<file path="config.mk">
export PLATFORM = sky130hd
export DESIGN_NAME = ifetch_prefetch
export DESIGN_NICKNAME = d
export VERILOG_FILES = /design/src/rtl/fetch_pkg.sv /design/src/rtl/sync_fifo.sv /design/src/rtl/ifetch_prefetch.sv
export SDC_FILE = /design/constraint.sdc
export NUM_CORES = 1
export LEC_CHECK = 0
export BUFFER_PORTS_ARGS = -buffer_cell sky130_fd_sc_hd__buf_4
export CAP_MARGIN = 5
export CELL_PAD_IN_SITES_DETAIL_PLACEMENT = 1
export CELL_PAD_IN_SITES_GLOBAL_PLACEMENT = 2
export CORE_UTILIZATION = 42
export DETAILED_ROUTE_END_ITERATION = 10
export PLACE_DENSITY_LB_ADDON = 0.3
export SETUP_SLACK_MARGIN = 0.1
export SLEW_MARGIN = 10
export SYNTH_ARGS = -nofsm -noshare
export SYNTH_HDL_FRONTEND = slang
export SYNTH_HIERARCHICAL = 1
export SYNTH_SLANG_ARGS = --single-unit
</file>
<file path="constraint.sdc">
create_clock -name clk -period 8.93 [get_ports clk]
set_clock_uncertainty 0.2 [all_clocks]
set_input_delay 1.3395 -clock clk [delete_from_list [all_inputs] [get_ports clk]]
set_output_delay 1.3395 -clock clk [all_outputs]
set_load 0.01 [all_outputs]
</file>
<file path="src/rtl/fetch_pkg.sv">
// Shared constants and entry layout for the instruction prefetch unit.
package fetch_pkg;

  localparam logic [31:0] NOP_INSTR        = 32'h0000_0013;
  localparam logic [31:0] EBREAK_INSTR     = 32'h0010_0073;
  localparam logic [31:0] RESET_PC_DEFAULT = 32'h0000_0000;
  localparam int unsigned ENTRY_W          = 64;

  typedef struct packed {
    logic [31:0] pc;
    logic [31:0] instr;
  } fetch_entry_t;

endpackage

</file>
<file path="src/rtl/sync_fifo.sv">
// Synchronous FIFO with flush; pointers carry one extra wrap bit so count
// distinguishes full from empty.
module sync_fifo #(
  parameter int unsigned WIDTH = 64,
  parameter int unsigned DEPTH = 4
) (
  input  logic                     clk,
  input  logic                     reset,
  input  logic                     push,
  input  logic                     pop,
  input  logic                     flush,
  input  logic [WIDTH-1:0]         wdata,
  output logic [WIDTH-1:0]         head,
  output logic [$clog2(DEPTH):0]   count
);

  localparam int unsigned AW = $clog2(DEPTH);
  localparam int unsigned CW = AW + 1;

  logic [WIDTH-1:0] mem [DEPTH];
  logic [CW-1:0]    wptr;
  logic [CW-1:0]    rptr;

  always_ff @(posedge clk) begin
    if (reset || flush) begin
      wptr <= '0;
      rptr <= '0;
    end else begin
      if (push) wptr <= wptr + CW'(1);
      if (pop)  rptr <= rptr + CW'(1);
    end
  end

  // Storage is data-only; validity lives entirely in the pointers.
  always_ff @(posedge clk) begin
    if (push && !flush) mem[wptr[AW-1:0]] <= wdata;
  end

  assign head  = mem[rptr[AW-1:0]];
  assign count = wptr - rptr;

endmodule

</file>
<file path="src/rtl/ifetch_prefetch.sv">
// Sequential instruction prefetcher: credit-limited request stream, in-order
// response queue tagged with PC, redirect flush with stale-response drop.
module ifetch_prefetch
  import fetch_pkg::*;
#(
  parameter int unsigned DEPTH    = 4,
  parameter logic [31:0] RESET_PC = RESET_PC_DEFAULT
) (
  input  logic        clk,
  input  logic        reset,
  input  logic        redirect,
  input  logic [31:0] redirect_pc,
  output logic        imem_req_valid,
  input  logic        imem_req_ready,
  output logic [31:0] imem_req_addr,
  input  logic        imem_resp_valid,
  input  logic [31:0] imem_resp_data,
  output logic        instr_valid,
  output logic [31:0] instr,
  output logic [31:0] pc_out,
  input  logic        instr_ready
);

  localparam int unsigned CW      = $clog2(DEPTH) + 1;
  localparam logic [CW:0] DEPTH_W = (CW + 1)'(DEPTH);

  logic [31:0]   fetch_pc;
  logic [31:0]   resp_pc;
  logic [CW-1:0] pending;
  logic [CW-1:0] drop;
  logic [CW-1:0] occ;
  logic [CW:0]   credit_used;
  logic [31:0]   target;
  logic          req_fire;
  logic          resp_ok;
  logic          push;
  logic          pop;
  fetch_entry_t  wentry;
  fetch_entry_t  hentry;

  assign target      = {redirect_pc[31:2], 2'b00};
  // Every non-dropped pending request already owns a queue slot.
  assign credit_used = {1'b0, occ} + {1'b0, pending} - {1'b0, drop};

  assign imem_req_valid = !reset && !redirect && (credit_used < DEPTH_W);
  assign imem_req_addr  = fetch_pc;
  assign req_fire       = imem_req_valid && imem_req_ready;

  assign resp_ok = imem_resp_valid && (pending != '0);
  assign push    = resp_ok && (drop == '0) && !redirect;
  assign pop     = instr_valid && instr_ready;

  assign wentry.pc    = resp_pc;
  assign wentry.instr = imem_resp_data;

  assign instr_valid = !reset && (occ != '0);
  assign instr       = instr_valid ? hentry.instr : NOP_INSTR;
  assign pc_out      = instr_valid ? hentry.pc    : 32'h0000_0000;

  always_ff @(posedge clk) begin
    if (reset) begin
      fetch_pc <= RESET_PC;
      resp_pc  <= RESET_PC;
      pending  <= '0;
      drop     <= '0;
    end else begin
      pending <= pending + CW'(req_fire) - CW'(resp_ok);
      if (redirect) begin
        fetch_pc <= target;
        resp_pc  <= target;
        drop     <= pending - CW'(resp_ok);
      end else begin
        if (req_fire) fetch_pc <= fetch_pc + 32'd4;
        if (push)     resp_pc  <= resp_pc + 32'd4;
        if (resp_ok && (drop != '0)) drop <= drop - CW'(1);
      end
    end
  end

  sync_fifo #(
    .WIDTH (ENTRY_W),
    .DEPTH (DEPTH)
  ) u_queue (
    .clk   (clk),
    .reset (reset),
    .push  (push),
    .pop   (pop),
    .flush (redirect),
    .wdata (wentry),
    .head  (hentry),
    .count (occ)
  );

  resp_without_request: assert property (
    @(posedge clk) disable iff (reset) imem_resp_valid |-> (pending != '0)
  );

endmodule

</file>
=== Yosys cells after proc, flatten, opt, wreduce, memory -nomap -nowiden ===
Memories as Yosys holds them, arrays and structs flattened. A register that Yosys moved wholly into a read port is not among the register bits.
Index checks and enable logic that the tools add are counted.
Widths: inputs -> output; s select.

* Memory bits (writable): 256
* Logic and storage cells: 54
* Input bits: 70
* Bits in registers: 76
* Memories kept: 1

* Add/subtract/negate cells: 11
* Reductions and logical operators: 21
* Order comparisons: 1
* Mux-type cells: 12

{| class="wikitable"
|+ Memory list
! memory !! depth !! width !! read ports !! clocked after memory_dff !! write ports !! RTL line !! text
|-
| u_queue.mem || 4 || 64 || 1 || 1 || 1 || sync_fifo.sv:20 || <nowiki>logic [WIDTH-1:0] mem [DEPTH];</nowiki>
|}

{| class="wikitable"
|+ Operators by type and width
! kind !! count
|-
| $mux 32 || 6
|-
| $add 32x3->32 const B || 2
|-
| $logic_and 1x1->1 || 10
|-
| $reduce_bool 3->1 || 3
|-
| $add 3x1->3 const B || 2
|-
| $mux 3 || 2
|-
| $reduce_bool 2->1 || 3
|-
| $sub 3x1->3 || 2
|-
| $add 3x3->4 || 1
|-
| $lt 4x3->1 const B || 1
|-
| $mux 2 || 2
|-
| $sub 4x3->4 || 1
|-
| $add 3x1->3 || 1
|-
| $logic_not 3->1 || 1
|-
| $sub 3x1->3 const B || 1
|-
| $sub 3x3->3 || 1
|-
| $logic_not 1->1 || 2
|-
| $mux 1 || 2
|-
| $reduce_or 2->1 || 1
|-
| $logic_or 1x1->1 || 1
|}

=== Logic depth before layout (Yosys ltp) ===
* Word-level depth: 8
* Gate-level depth with buffers: 20
* Gate-level depth less buffers: 19

=== By module ===
Netlist, hierarchy kept.

{| class="wikitable"
|+ By module, submodules not included
! module !! area an instance (µm²) !! instances !! sequential area each (µm²) !! cells each
|-
| sync_fifo || 9745.6 || 1 || 7847.5 || 379
|-
| ifetch_prefetch || 4459.3 || 1 || 1321.3 || 561
|}

=== Least setup slack after synthesis ===
OpenSTA, ideal clock, no wires.

* Path kind: input to register
* From: in redirect
* To: mem u_queue.mem[3][0] (enable)
* Buffers on the path: 4
* Data required time: 8.244 ns
* Library setup time: 0.486 ns
* Cell stages on the path: 7
* Arrival: 4.930 ns
* Setup slack: 3.314 ns
* Path through: clkbuf_2 > clkbuf_1 > buf_1 > nor2_1 > clkbuf_1 > nand2_1 > nor2_1

* Longest elaborated chain between the ends: 5

{| class="wikitable"
|+ Ends and longest elaborated chain
! what !! RTL line !! text
|-
| start, declared || ifetch_prefetch.sv:11 || <nowiki>input logic redirect,</nowiki>
|-
| $logic_not 1->1 || ifetch_prefetch.sv:50 || <nowiki>assign push = resp_ok && (drop == '0) && !redirect;</nowiki>
|-
| $logic_and 1x1->1 || ifetch_prefetch.sv:50 ||
|-
| via push || ifetch_prefetch.sv:36 || <nowiki>logic push;</nowiki>
|-
| $logic_and 1x1->1 || sync_fifo.sv:36 || <nowiki>if (push && !flush) mem[wptr[AW-1:0]] <= wdata;</nowiki>
|-
| $mux 1 || sync_fifo.sv:36 ||
|-
| $mux 1 (implied by the code) || sync_fifo.sv:36 ||
|-
| end, declared || sync_fifo.sv:20 ||
|}

The timed path passes the listed nets, and every way through them passes these cells.

=== Final worst setup path ===
* From: reg u_queue.wptr[0]
* To: out imem_req_valid

* Longest elaborated chain between the ends: 5

{| class="wikitable"
|+ Ends and longest elaborated chain
! what !! RTL line !! text
|-
| start, declared || sync_fifo.sv:21 || <nowiki>logic [CW-1:0] wptr;</nowiki>
|-
| start signal, assigned || sync_fifo.sv:29 || <nowiki>if (push) wptr <= wptr + CW'(1);</nowiki>
|-
| $sub 3x3->3 || sync_fifo.sv:40 || <nowiki>assign count = wptr - rptr;</nowiki>
|-
| via occ[2] || ifetch_prefetch.sv:31 || <nowiki>logic [CW-1:0] occ;</nowiki>
|-
| $add 3x3->4 || ifetch_prefetch.sv:43 || <nowiki>assign credit_used = {1'b0, occ} + {1'b0, pending} - {1'b0, drop};</nowiki>
|-
| $sub 4x3->4 || ifetch_prefetch.sv:43 ||
|-
| $lt 4x3->1 || ifetch_prefetch.sv:45 || <nowiki>assign imem_req_valid = !reset && !redirect && (credit_used < DEPTH_W);</nowiki>
|-
| $logic_and 1x1->1 || ifetch_prefetch.sv:45 ||
|-
| end, declared || ifetch_prefetch.sv:13 || <nowiki>output logic imem_req_valid,</nowiki>
|}

The timed path passes the listed nets, and every way through them passes these cells.

==> metrics <==
fmax=191 MHz; ys flop type=edfxtp_1; I/O pin cnt=168; Pwr Density=211 nW/um^2; peak supply drop=0.106 mV; CP Data Required Time=7.39 ns; Worst-Skew Late Latency=0.51 ns; Simple-Gate Fraction of Synth Area=9.75%; Synth Area in Adders=2.06%; critical path's most frequent cell=xnor2_1; core box area=32,900 sq um; First-pass DRT Iterations=4; fin. max-slew vios=0; CTS max path bufs=3; Leakage=5.98 nW; drt drc=0; minimum clock period=5.23 ns; H-tree lvl count=2; main combinational cell family by area after synthesis=multiplexers; Layout area overhead=19.7%; Layout fillers=3,301; die area=34,600 sq um; xor-xnor portion of the synthesized cell area=2.90%; max cap viols=0; post-synthesis sequential area ratio=64.5%; Sink Count=330; layout cells sized above 1=26.8%; IO Port Bufs=163; die width=186 microns; slowest CP cell=fa_1; CTS tree=done; Min-Delay Path Class=reg2reg; post-route ant nets=0; largest net degree at the start of global routing=73; synth warn=6; Synth top area share=54.1%; synthesized area=14,200 sq um; Slew Limit Headroom=32.3%; CP Buf/Inv Count=2; critical path cell sequence=inv_1 -> ha_1 -> fa_1 -> xnor2_1 -> xnor2_1 -> fa_1 -> ha_1 -> xnor2_1 -> nor4_1 -> a21oi_1 -> nor3_1 -> buf_4; GR Util All Layers=19.6%; Die H=186 microns; Netlist cell types=65; Setup TNS=0 ns; Critical Path Sink Type=output port; CP Launch Type=register; worst slew pin tran=1.02 ns; initial cell density of the core=43.2%; WL final=33,000 microns; gpl congestion=0.808; Hold Slack=0.310 ns; initial antenna violation count=0; outcome=finished, final reports clean; vias in the first global route=8,900; cell count after synthesis=940; clock root cell=clkbuf_16; Final Hold Vio Count=0; Compound-Gate Fraction of Synth Area=6.67%; synthesized area per cell=15.1 sq um; Post-CTS Hold Buffers=0; leading post-synthesis cells by cell area=edfxtp_1, dfxtp_1, mux4_2; drt initial violations=401; CTS Buf Count=36; cell family with most CP delay=adder cells; fraction of synthesized area in multiplexers=10.7%; global-route wire length before repair=51,300 microns; post_cts resized=0; n_diodes=0; post-CTS setup buffers=0; Total Nets Final=1,203; HPWL Detailed=21,200 microns; final setup vio count=0; WP data arrival=3.69 ns; RSZ-0062 raised after global routing=no; async set-reset flop share out of synthesis=0%; cell row count=66; clock transition at the registers of the reported paths=0.06 ns; wire length per cell=20.9 microns; cell accounting for the most synthesized area=edfxtp_1; GR Overflow Total=0; vias=8,435; ratio of final minimum period to clock period=58.5%; kind of critical path=reg2out; Worst path max stage delay=0.51 ns; number of synthesized flops with an enable pin=256; Seq cells post-synth=330; Via-to-Cell Ratio=5.34; Max FO, Critical Path=4
==> placed cells by master (no fill, tap or decap), types with 7 or more instances in the layout <==
cell type  netlist  routed
inv_1           46      46
a21boi_0        12      12
nand2_1         30      30
clkbuf_16        0      36
a21boi_1        18      18
edfxtp_1       256     256
dfxtp_1         74      72
and3_1          12      12
o2111ai_1        7       7
a21oi_1         33      33
conb_1           1      10
clkinv_2         0       7
and2_1          68      65
o31a_1          12      12
buf_4            2     173
nand4_1         20      20
xnor2_1         17      17
xor2_1          30      30
mux4_2          60      60
a211oi_1         8       8
nand3_1         17      17
nor3_1          19      19
o21a_1          11      11
ha_1            17      17
o211ai_1         7       7
nor2_1          34      32
==> area by class of cell <==
cell class / instances / area (sq um) / area share (%)
Clock buffer: 46 / 978 / 5.76
Timing Repair Buffer: 173 / 1300 / 7.64
Tap cell: 442 / 553 / 3.25
Inverter: 47 / 176 / 1.04
Sequential cell: 330 / 9170 / 54.0
Multi-Input combinational cell: 524 / 4610 / 27.1
Clock inverter: 19 / 210 / 1.24
==> cell families (layout without fill, tap and decap cells) <==
family                   Yosys count  after routing
AO/OA/AOI/OAI                    133            133
buffers and inverters             95            285
other                              1             10
XOR/XNOR                          47             47
flip-flops                       330            330
multiplexers                      70             70
AND/OR/NAND/NOR                  243            243
adder cells (fa/ha/maj)           21             21
==> routing by layer <==
layer,vias up,part of all wire (%),global-route usage [%]
met5,-,0,0
met4,0,1.6,4.75
met3,37,4.8,3.19
met2,197,47,32.7
met1,4266,46,26.9
li1,3935,-,-
==> metrics by stage <==
step | util (%) | setup slack [ns] | instance area [sq um] | std cells | total power, mW
4_1_cts | 51.7 | 3.65 | 17000 | 1581 | 3.64
5_1_grt | 51.7 | 3.52 | 17000 | 1581 | 3.73
3_3_place_gp | 48.1 | 4.06 | 15800 | 1516 | 2.14
2_1_floorplan | - | 3.31 | 14200 | 949 | 2.01
6_report | 51.7 | 3.70 | 17000 | 1581 | 3.59
3_5_place_dp | 48.1 | 4.02 | 15800 | 1516 | 2.15
==> synth_stat cells, types with 19 or more instances <==
| master | number |
|---|---|
| nand4_1 | 20 |
| and2_1 | 68 |
| inv_1 | 46 |
| nor3_1 | 19 |
| edfxtp_1 | 256 |
| nor2_1 | 34 |
| xor2_1 | 30 |
| a21oi_1 | 33 |
| nand2_1 | 30 |
| mux4_2 | 60 |
| dfxtp_1 | 74 |
| clkbuf_1 | 29 |
==> report_power, final <==
| group | switching, mW | internal (mW) | leakage [nW] |
|---|---|---|---|
| Sequential | 0.0570 | 1.71 | 2.94 |
| Clock | 0.579 | 0.893 | 0.581 |
| Combinational | 0.195 | 0.155 | 2.46 |
| Total | 0.831 | 2.76 | 5.98 |
==> path summary, 6_finish.rpt <==
| check | end | start | cells past startpoint | slack (ns) |
|---|---|---|---|---|
| setup / recovery | imem_req_valid | u_queue/wptr[0]$_SDFFE_PP0P_ | 12 | 3.70 |
| hold / removal | u_queue/mem[2][48]$_DFFE_PP_ | resp_pc[16]$_SDFFE_PP0P_ | 0 | 0.31 |
| setup reg to reg | pending[2]$_SDFF_PP0_ | u_queue/wptr[0]$_SDFFE_PP0P_ | 18 | 3.99 |
| hold reg to reg | u_queue/mem[2][48]$_DFFE_PP_ | resp_pc[16]$_SDFFE_PP0P_ | 0 | 0.31 |
==> sequential cells by signal, indices dropped and copies added, names as in the netlist, named ones only <==
signal         count
u_queue/mem      256
imem_req_addr     30
resp_pc           30
drop               3
pending            3
u_queue/rptr       3
u_queue/wptr       3
Power figures use the tool's default switching activity.
